File: src/rtl/squash_pkg.sv
// Shared types and constants for the squash game sequencing controller.
// Also holds the saturating two-digit BCD increment used by the score counter.
package squash_pkg;

  typedef enum logic [2:0] {
    ST_ATTRACT = 3'd0,
    ST_SERVE   = 3'd1,
    ST_PLAY    = 3'd2,
    ST_MISS    = 3'd3,
    ST_OVER    = 3'd4
  } state_e;

  typedef enum logic [1:0] {
    TONE_OFF  = 2'd0,
    TONE_LOW  = 2'd1,
    TONE_HIGH = 2'd2,
    TONE_BUZZ = 2'd3
  } tone_e;

  localparam int unsigned DEF_LIVES        = 32'd3;
  localparam int unsigned DEF_SERVE_FRAMES = 32'd60;
  localparam int unsigned DEF_MISS_FRAMES  = 32'd30;
  localparam int unsigned DEF_TONE_FRAMES  = 32'd4;

  // Adds one to a two-digit BCD value, holding at 99.
  function automatic logic [7:0] bcd_inc_sat(input logic [7:0] v);
    logic [7:0] r;
    if (v == 8'h99) begin
      r = v;
    end else if (v[3:0] == 4'd9) begin
      r = {v[7:4] + 4'd1, 4'd0};
    end else begin
      r = {v[7:4], v[3:0] + 4'd1};
    end
    return r;
  endfunction

endpackage

File: src/rtl/squash_game_ctrl_bcd.sv
// Two-digit saturating BCD score counter with synchronous clear.
module bcd_counter2
  import squash_pkg::*;
(
  input  logic       clk,
  input  logic       reset,
  input  logic       clr,
  input  logic       inc,
  output logic [7:0] score
);

  logic [7:0] score_r;

  // Score register: clear wins over increment.
  always_ff @(posedge clk) begin
    if (reset) begin
      score_r <= 8'h00;
    end else if (clr) begin
      score_r <= 8'h00;
    end else if (inc) begin
      score_r <= bcd_inc_sat(score_r);
    end else begin
      score_r <= score_r;
    end
  end

  assign score = score_r;

endmodule

File: src/rtl/squash_game_ctrl.sv
// Match lifecycle controller for the solo squash core: attract, serve, play,
// miss penalty and game over, plus score, lives and tone-burst scheduling.
module squash_game_ctrl
  import squash_pkg::*;
#(
  parameter int unsigned LIVES        = DEF_LIVES,
  parameter int unsigned SERVE_FRAMES = DEF_SERVE_FRAMES,
  parameter int unsigned MISS_FRAMES  = DEF_MISS_FRAMES,
  parameter int unsigned TONE_FRAMES  = DEF_TONE_FRAMES
) (
  input  logic       clk,
  input  logic       reset,
  input  logic       vsync,
  input  logic       new_game,
  input  logic       pause,
  input  logic       hit,
  input  logic       wall,
  input  logic       miss,
  output logic       run,
  output logic       serve,
  output logic [7:0] score,
  output logic [1:0] lives,
  output logic       game_over,
  output logic [1:0] tone_sel
);

  localparam logic [7:0] SERVE_CNT = 8'(SERVE_FRAMES);
  localparam logic [7:0] MISS_CNT  = 8'(MISS_FRAMES);
  localparam logic [7:0] TONE_CNT  = 8'(TONE_FRAMES);
  localparam logic [1:0] LIVES_CNT = 2'(LIVES);

  state_e     state_r;
  logic [7:0] cnt_r;
  logic [7:0] tone_cnt_r;
  tone_e      tone_sel_r;
  logic [1:0] lives_r;
  logic       run_r;
  logic       serve_r;
  logic       game_over_r;
  logic       vsync_r;
  logic       tick_r;
  logic       new_game_d_r;

  logic       play_live_s;
  logic       miss_s;
  logic       hit_s;
  logic       wall_s;
  logic       cnt_exp_s;

  // Gameplay events qualify only in unpaused PLAY; miss beats hit beats wall.
  always_comb begin
    play_live_s = (state_r == ST_PLAY) && !pause && !new_game;
    miss_s      = play_live_s && miss;
    hit_s       = play_live_s && hit && !miss;
    wall_s      = play_live_s && wall && !miss && !hit && (tone_sel_r != TONE_HIGH);
    if (tick_r && (cnt_r <= 8'd1)) begin
      cnt_exp_s = 1'b1;
    end else begin
      cnt_exp_s = 1'b0;
    end
  end

  bcd_counter2 u_score (
    .clk   (clk),
    .reset (reset),
    .clr   (new_game),
    .inc   (hit_s),
    .score (score)
  );

  // Frame tick, lifecycle FSM and every registered control output.
  always_ff @(posedge clk) begin
    if (reset) begin
      state_r      <= ST_ATTRACT;
      cnt_r        <= 8'd0;
      tone_cnt_r   <= 8'd0;
      tone_sel_r   <= TONE_OFF;
      lives_r      <= 2'd0;
      run_r        <= 1'b0;
      serve_r      <= 1'b0;
      game_over_r  <= 1'b0;
      vsync_r      <= 1'b0;
      tick_r       <= 1'b0;
      new_game_d_r <= 1'b0;
    end else begin
      vsync_r      <= vsync;
      tick_r       <= vsync_r & ~vsync;
      new_game_d_r <= new_game;
      serve_r      <= 1'b0;
      if (new_game) begin
        // Held new_game keeps re-arming SERVE; only its rising edge serves.
        state_r     <= ST_SERVE;
        lives_r     <= LIVES_CNT;
        cnt_r       <= SERVE_CNT;
        serve_r     <= ~new_game_d_r;
        run_r       <= 1'b0;
        game_over_r <= 1'b0;
        tone_sel_r  <= TONE_OFF;
        tone_cnt_r  <= 8'd0;
      end else begin
        case (state_r)
          ST_ATTRACT: begin
            run_r       <= 1'b0;
            game_over_r <= 1'b0;
          end
          ST_SERVE: begin
            run_r <= 1'b0;
            if (cnt_exp_s) begin
              state_r <= ST_PLAY;
              run_r   <= ~pause;
            end else if (tick_r) begin
              cnt_r <= cnt_r - 8'd1;
            end else begin
              cnt_r <= cnt_r;
            end
          end
          ST_PLAY: begin
            if (miss_s) begin
              lives_r     <= lives_r - 2'd1;
              tone_sel_r  <= TONE_BUZZ;
              tone_cnt_r  <= 8'd0;
              cnt_r       <= MISS_CNT;
              run_r       <= 1'b0;
              state_r     <= (lives_r <= 2'd1) ? ST_OVER : ST_MISS;
              game_over_r <= (lives_r <= 2'd1);
            end else begin
              run_r <= ~pause;
              if (hit_s) begin
                tone_sel_r <= TONE_HIGH;
                tone_cnt_r <= TONE_CNT;
              end else if (wall_s) begin
                tone_sel_r <= TONE_LOW;
                tone_cnt_r <= TONE_CNT;
              end else if (tick_r && !pause && (tone_cnt_r != 8'd0)) begin
                tone_cnt_r <= tone_cnt_r - 8'd1;
                if (tone_cnt_r == 8'd1) begin
                  tone_sel_r <= TONE_OFF;
                end else begin
                  tone_sel_r <= tone_sel_r;
                end
              end else begin
                tone_cnt_r <= tone_cnt_r;
              end
            end
          end
          ST_MISS: begin
            run_r <= 1'b0;
            if (cnt_exp_s) begin
              state_r    <= ST_SERVE;
              serve_r    <= 1'b1;
              cnt_r      <= SERVE_CNT;
              tone_sel_r <= TONE_OFF;
            end else if (tick_r) begin
              cnt_r <= cnt_r - 8'd1;
            end else begin
              cnt_r <= cnt_r;
            end
          end
          ST_OVER: begin
            run_r       <= 1'b0;
            game_over_r <= 1'b1;
            if (cnt_exp_s) begin
              cnt_r      <= 8'd0;
              tone_sel_r <= TONE_OFF;
            end else if (tick_r) begin
              cnt_r <= cnt_r - 8'd1;
            end else begin
              cnt_r <= cnt_r;
            end
          end
          default: begin
            state_r     <= ST_ATTRACT;
            run_r       <= 1'b0;
            game_over_r <= 1'b0;
            tone_sel_r  <= TONE_OFF;
          end
        endcase
      end
    end
  end

  assign run       = run_r;
  assign serve     = serve_r;
  assign lives     = lives_r;
  assign game_over = game_over_r;
  assign tone_sel  = tone_sel_r;

endmodule

File: config.mk
export PLATFORM = sky130hd
export DESIGN_NAME = squash_game_ctrl
export DESIGN_NICKNAME = d
export VERILOG_FILES = /design/src/rtl/squash_pkg.sv /design/src/rtl/squash_game_ctrl_bcd.sv /design/src/rtl/squash_game_ctrl.sv
export SDC_FILE = /design/constraint.sdc
export NUM_CORES = 1
export LEC_CHECK = 0
export ABC_AREA = 1
export ABC_CLOCK_PERIOD_IN_PS = 1400
export BUFFER_PORTS_ARGS = -buffer_cell sky130_fd_sc_hd__buf_2
export CORE_ASPECT_RATIO = 1.25
export CORE_MARGIN = 5
export CORE_UTILIZATION = 38
export CTS_CLUSTER_SIZE = 20
export DETAILED_ROUTE_END_ITERATION = 6
export PLACE_DENSITY = 0.6
export REMOVE_ABC_BUFFERS = 1
export SLEW_MARGIN = 5
export SYNTH_ARGS = -nofsm -noshare
export SYNTH_HDL_FRONTEND = slang
export SYNTH_HIERARCHICAL = 1
export SYNTH_SLANG_ARGS = --single-unit
File: constraint.sdc
create_clock -name clk -period 1.4 [get_ports clk]
set_input_delay 0.07 -clock clk [delete_from_list [all_inputs] [get_ports clk]]
set_output_delay 0.07 -clock clk [all_outputs]
set_load 0.005 [all_outputs]
After elaboration in Yosys (flattened, before gate mapping) --
Index checks and enable logic that the tools add are counted. W data, S select, Z words.
Storage, ports and cells: register bits after elaboration 37, word-level logic and storage cells 125, output and inout port bits 15, input port bits 8
Operators by class: reductions and logical operators 38, $add $sub $neg 5, multiplexer cells 37, $lt $le $gt $ge 2, bitwise gates (word level) 8, equal/unequal tests 20
Operator list (count):
- $mux W8 | 9
- $pmux W8 S4 | 1
- $mux W2 | 9
- $sub A8 B1 Y8 const B | 2
- $logic_and A1 B1 Y1 | 12
- $mux W3 | 4
- $ne A3 B3 Y1 const B | 4
- $pmux W3 S4 | 1
- $reduce_and A4 Y1 | 3
- $ne A2 B2 Y1 const B | 5
- $ne A5 B4 Y1 const B | 2
- $reduce_or A2 Y1 | 5
- $reduce_and A3 Y1 | 3
- $add A4 B1 Y4 const B | 2
- $eq A8 B1 Y1 const B | 1
- $eq A8 B8 Y1 const B | 1
- $le A8 B1 Y1 const B | 1
- $mux W1 | 8
- $reduce_and A2 Y1 | 4
- $reduce_bool A4 Y1 | 2
- $reduce_bool A8 Y1 | 1
- $not A1 Y1 | 7
- $eq A3 B2 Y1 const B | 2
- $mux W6 | 1
- 15 further kinds | 20

Depth between registers and ports, before layout --
word-level depth 11, gate-level depth with buffers 13

Modules after synthesis --
The synthesis kept the hierarchy.
Modules (own cells, without submodules):
- squash_game_ctrl | times used 1, area an instance 1848.0 µm², sequential area each 580.6 µm², cells an instance 285
- bcd_counter2 | times used 1, area an instance 444.2 µm², sequential area each 160.2 µm², cells an instance 64

Least setup slack after synthesis --
OpenSTA, ideal clock, no wires.
path kind register to register, start point reg state_r[1], end point reg u_score.score_r[3] (netlist: u_score/score[3]), stages on the path, launching flop included 13, data arrival time 1.402 ns, setup time 0.064 ns, path buffers 0, slack -0.066 ns, cells stage by stage dfxtp_1 -> inv_2 -> nor2_4 -> nand2_4 -> nor2_4 -> nand3_1 -> inv_1 -> nand3_1 -> inv_1 -> nand2_1 -> nand2_1 -> nand3_1 -> nor2_1
On the way: longest elaborated chain between the ends 6
RTL lines:
- start, declared | RTL line squash_game_ctrl.sv:32 | state_e state_r;
- start signal, assigned | RTL line squash_game_ctrl.sv:124 | state_r <= (lives_r <= 2'd1) ? ST_OVER : ST_MISS;
- $eq A3 B2 Y1 | RTL line squash_game_ctrl.sv:52 | play_live_s = (state_r == ST_PLAY) && !pause && !new_game;
- $logic_and A1 B1 Y1 (2 in series) | RTL line squash_game_ctrl.sv:52
- $logic_and A1 B1 Y1 (2 in series) | RTL line squash_game_ctrl.sv:54 | hit_s = play_live_s && hit && !miss;
- via hit_s | RTL line squash_game_ctrl.sv:46 | logic hit_s;
- $reduce_and A2 Y1 (no source line)
- end signal, assigned | RTL line squash_game_ctrl_bcd.sv:21 | score_r <= bcd_inc_sat(score_r);
- end signal, assigned | RTL line squash_game_ctrl_bcd.sv:23 | score_r <= score_r;
- end, declared | RTL line squash_game_ctrl_bcd.sv:12 | logic [7:0] score_r;
The timed path passes the listed nets, and every way through them passes these cells. A chain may end at the register's enable or synchronous reset.

Final worst setup path --
start point reg cnt_r[0], end point reg cnt_r[3]
On the way: longest elaborated chain between the ends 6
RTL lines:
- start, declared | RTL line squash_game_ctrl.sv:33 | logic [7:0] cnt_r;
- start signal, assigned | RTL line squash_game_ctrl.sv:112 | cnt_r <= cnt_r - 8'd1;
- start signal, assigned | RTL line squash_game_ctrl.sv:114 | cnt_r <= cnt_r;
- start signal, assigned | RTL line squash_game_ctrl.sv:154 | cnt_r <= cnt_r - 8'd1;
- $le A8 B1 Y1 | RTL line squash_game_ctrl.sv:56 | if (tick_r && (cnt_r <= 8'd1)) begin
- $logic_and A1 B1 Y1 | RTL line squash_game_ctrl.sv:56
- $mux W1 | RTL line squash_game_ctrl.sv:56
- $mux W8, on equally long branches | RTL line squash_game_ctrl.sv:162, squash_game_ctrl.sv:148
- $pmux W8 S4 | RTL line squash_game_ctrl.sv:101 | case (state_r)
- $mux W6 | RTL line squash_game_ctrl.sv:90 | if (new_game) begin
Several ways; a longest one is shown, not always the timed one. The select of a mux whose other input is x is not followed.

==> summary.txt <==
Synthesis
  • Count of different cell masters after synthesis: 31
  • Synthesis-stage register bit count: 37
  • Synth warnings: 6
  • Mapped Cells: about 350
  • Post-Synthesis Cell Area: between 2000 and 2500 um^2
  • Syn avg cell area: between 6 and 7 um^2
  • Post-synthesis sequential area ratio: 0.3231

Placed design
  • Pre-CTS setup slack: -0.2709 ns
  • RD Place Congestion: 0.8591
  • IO buf count: 22
  • Post-DP HPWL: ~4.4 mm
  • Placed Cells: slightly below 500

STA
  • Fin. max-slew vios: 0
  • Slew HR: 0.7678
  • Period utilization: 1.101
  • Final setup violation count: 19
  • Fin Clk Skew: 0.005537 ns
  • Final WS setup: -0.1419 ns
  • Worst slew pin tran: about 0.35 ns
  • Final hold violations: 0
  • RSZ-0062 raised after global routing: yes
  • Fmax achieved: 648.6 MHz
  • Minimum clock period: between 1.5 and 2 ns

Power and ir drop
  • Leak: about 1.7 nW
  • Peak VDD IR: between 0.6 and 0.7 mV
  • PD cells: 654.0 nW/um^2
  • Power Total: 2.344 mW

Detailed routing
  • WL per Instance: ~12 um
  • Drt pass-1 iters: 4
  • Vias: roughly 2,500
  • DRT iter0 DRCs: roughly 110
  • Vias per cell: between 4 and 5
  • DR DRC count: 0
  • WL final: about 6.3 mm
  • ANT nets after route: 0

Die
  • Die Area: between 7000 and 8000 um^2
  • # rows: 31
  • I/O pins: 23
  • Starting Density: 0.3940
  • Die X: 79.47 um
  • Die Y: roughly 97 um
  • Core footprint: 5818 um^2

Setup path
  • Critical path data arrival time: 1.76 ns
  • Worst setup EP type: flip-flop
  • Setup Crit Path Kind: reg2reg
  • Crit path required time: approximately 1.6 ns
  • Crit Path Max Fanout: 7
  • Critical path startpoint category: flip-flop
  • FF-to-FF setup slack: -0.14 ns

Clock network
  • CTS root buf: clkbuf_8
  • Longest Clk Path Bufs: 2
  • CTS tree: done
  • Clk_lat worst skew: 0.29 ns
  • Clk sinks: 37
  • TritonCTS Buffers: 5
  • CTS clock-pin slew for the worst setup and hold paths: 0.07 ns
  • # H-tree levels: 2

Cells and area
  • Post-Layout Cell Count: ~500
  • Area Growth Syn to Fin: 56.39%
  • Final nets: around 470
  • Fillers: around 530
  • Ant. Diodes: 0
  • Post-layout util: 0.6161
  • Share of layout cells above drive strength 1: 0.4766

Outcome
  • Failing checks: setup timing
  • Status: complete, but fails checks

Global route
  • GRT Overall Usage: 0.1551
  • Vias in the first global route: ~2,200
  • Remaining Overflow, GRT: 0
  • First-pass GRT wire length: slightly below 10 mm
  • Initial antenna violation count: 0
  • Largest net degree at the start of global routing: 11

Flow run
  • Max-Cap Viols: 0

Worst hold path
  • Hold crit path type: in2reg
[cell usage after synthesis (all sizes together)]
cell	number	area, um^2
or2	1	6.260
a31oi	2	12.51
buf	1	11.26
nand2	84	340.3
nor3	4	20.02
nand3	31	177.7
nor2	67	311.6
o21ai	19	98.84
inv	55	206.4
clkinv	1	3.750
xnor2	1	8.760
o211ai	2	28.78
nand4	4	25.02
clkbuf	1	3.750
xor2	4	35.03
o21bai	3	33.78
dfxtp	37	740.7
o31ai	2	15.01
nor3b	1	7.510
a21oi	21	105.1
ha	8	100.1
[logic make-up after synthesis]
logic type	count (synthesis)	share of synthesized area
DFF	37	0.3231
xor gates and xnor gates	5	0.01910
adders and majority gates	8	0.04367
buffers and inverters	58	0.09825
and+or+nand+nor	192	0.3876
AOI/OAI and AO/OA	49	0.1283
[path summary, 6_finish.rpt]
path                              startpoint  endpoint  depth (start not counted)
worst max-delay path                cnt_r[0]  cnt_r[3]                         12
worst max register to register      cnt_r[0]  cnt_r[3]                         12
worst min-delay path                   reset   vsync_r                          2
worst min register to register  new_game_d_r     serve                          1
[layer usage]
metal	part of all wire	vias up	wire, um	GRT usage
met5	0	-	0	0
met3	0.022	8	137	0.02974
met2	0.55	30	3510	0.2810
met1	0.41	1148	2583	0.1750
met4	0.017	0	109	0.05688
li1	-	1304	-	-
[per-stage QoR]
step                      setup TNS (ns)  hold WS (ns)  area, um^2
after global routing              -3.676       0.02492        3585
final                             -1.358       0.01876        3585
after global placement            -2.293        0.2487        2875
after detailed placement          -3.370        0.2517        2875
after floorplan                  -0.2921        0.1412        2277
after CTS                         -1.287      0.005357        3229
[cell usage in the layout, fill, tap and decap left out, drive strengths merged]
cell type and n:
a21oi 21, a31oi 2, buf 93, clkbuf 7
clkinv 1, dfxtp 37, dlygate4sd3 1, ha 8
inv 55, nand2 85, nand3 31, nand4 4
nor2 67, nor3 4, nor3b 1, o211ai 2
o21ai 19, o21bai 3, o31ai 2, or2 1
xnor2 1, xor2 4
[repair_timing]
action | in CTS | in global routing
setup endpoints to repair | 29 | 31
pin swaps | 19 | 32
setup buffers | 11 | 8
cloned | 1 | 0
hold endpoints to repair | 2 | 0
hold buffers | 1 | 0
gates resized for setup | 58 | 88
[state kept, by name (all words and copies together), names as in the netlist]
signal         flops
new_game_d_r       1
cnt_r              8
state_r            3
tone_sel           2
u_score/score      8
serve              1
tone_cnt_r         8
game_over          1
lives              2
run                1
tick_r             1
vsync_r            1
[power breakdown]
part / total [mW] / internal (mW) / leakage [nW] / switching [mW]
registers: 1.10 / 1.08 / 0.305 / 0.0198
logic: 0.477 / 0.197 / 1.37 / 0.280
clock network: 0.768 / 0.391 / 0.0443 / 0.377
[worst max-delay path, stage by stage (launching register included)]
cell	delay, ns
dfxtp_4	0.39
inv_4	0.05
ha_4	0.16
inv_2	0.04
nand2_2	0.06
nand3_4	0.07
nor2_4	0.05
nand2_2	0.10
nand3_4	0.16
buf_6	0.17
nand3_2	0.04
nand2_1	0.06
a21oi_1	0.12
[cell type report]
type / count / area [um^2] / area share
Tap cell: 66 / 82.58 / 0.02304
Inverter: 56 / 227.7 / 0.06353
Clock buffer: 7 / 86.33 / 0.02408
Multi-Input combinational cell: 255 / 1737 / 0.4845
Timing Repair Buffer: 94 / 698.2 / 0.1948
Sequential cell: 37 / 753.2 / 0.2101
No activity file was read; power rests on OpenSTA's default activity.
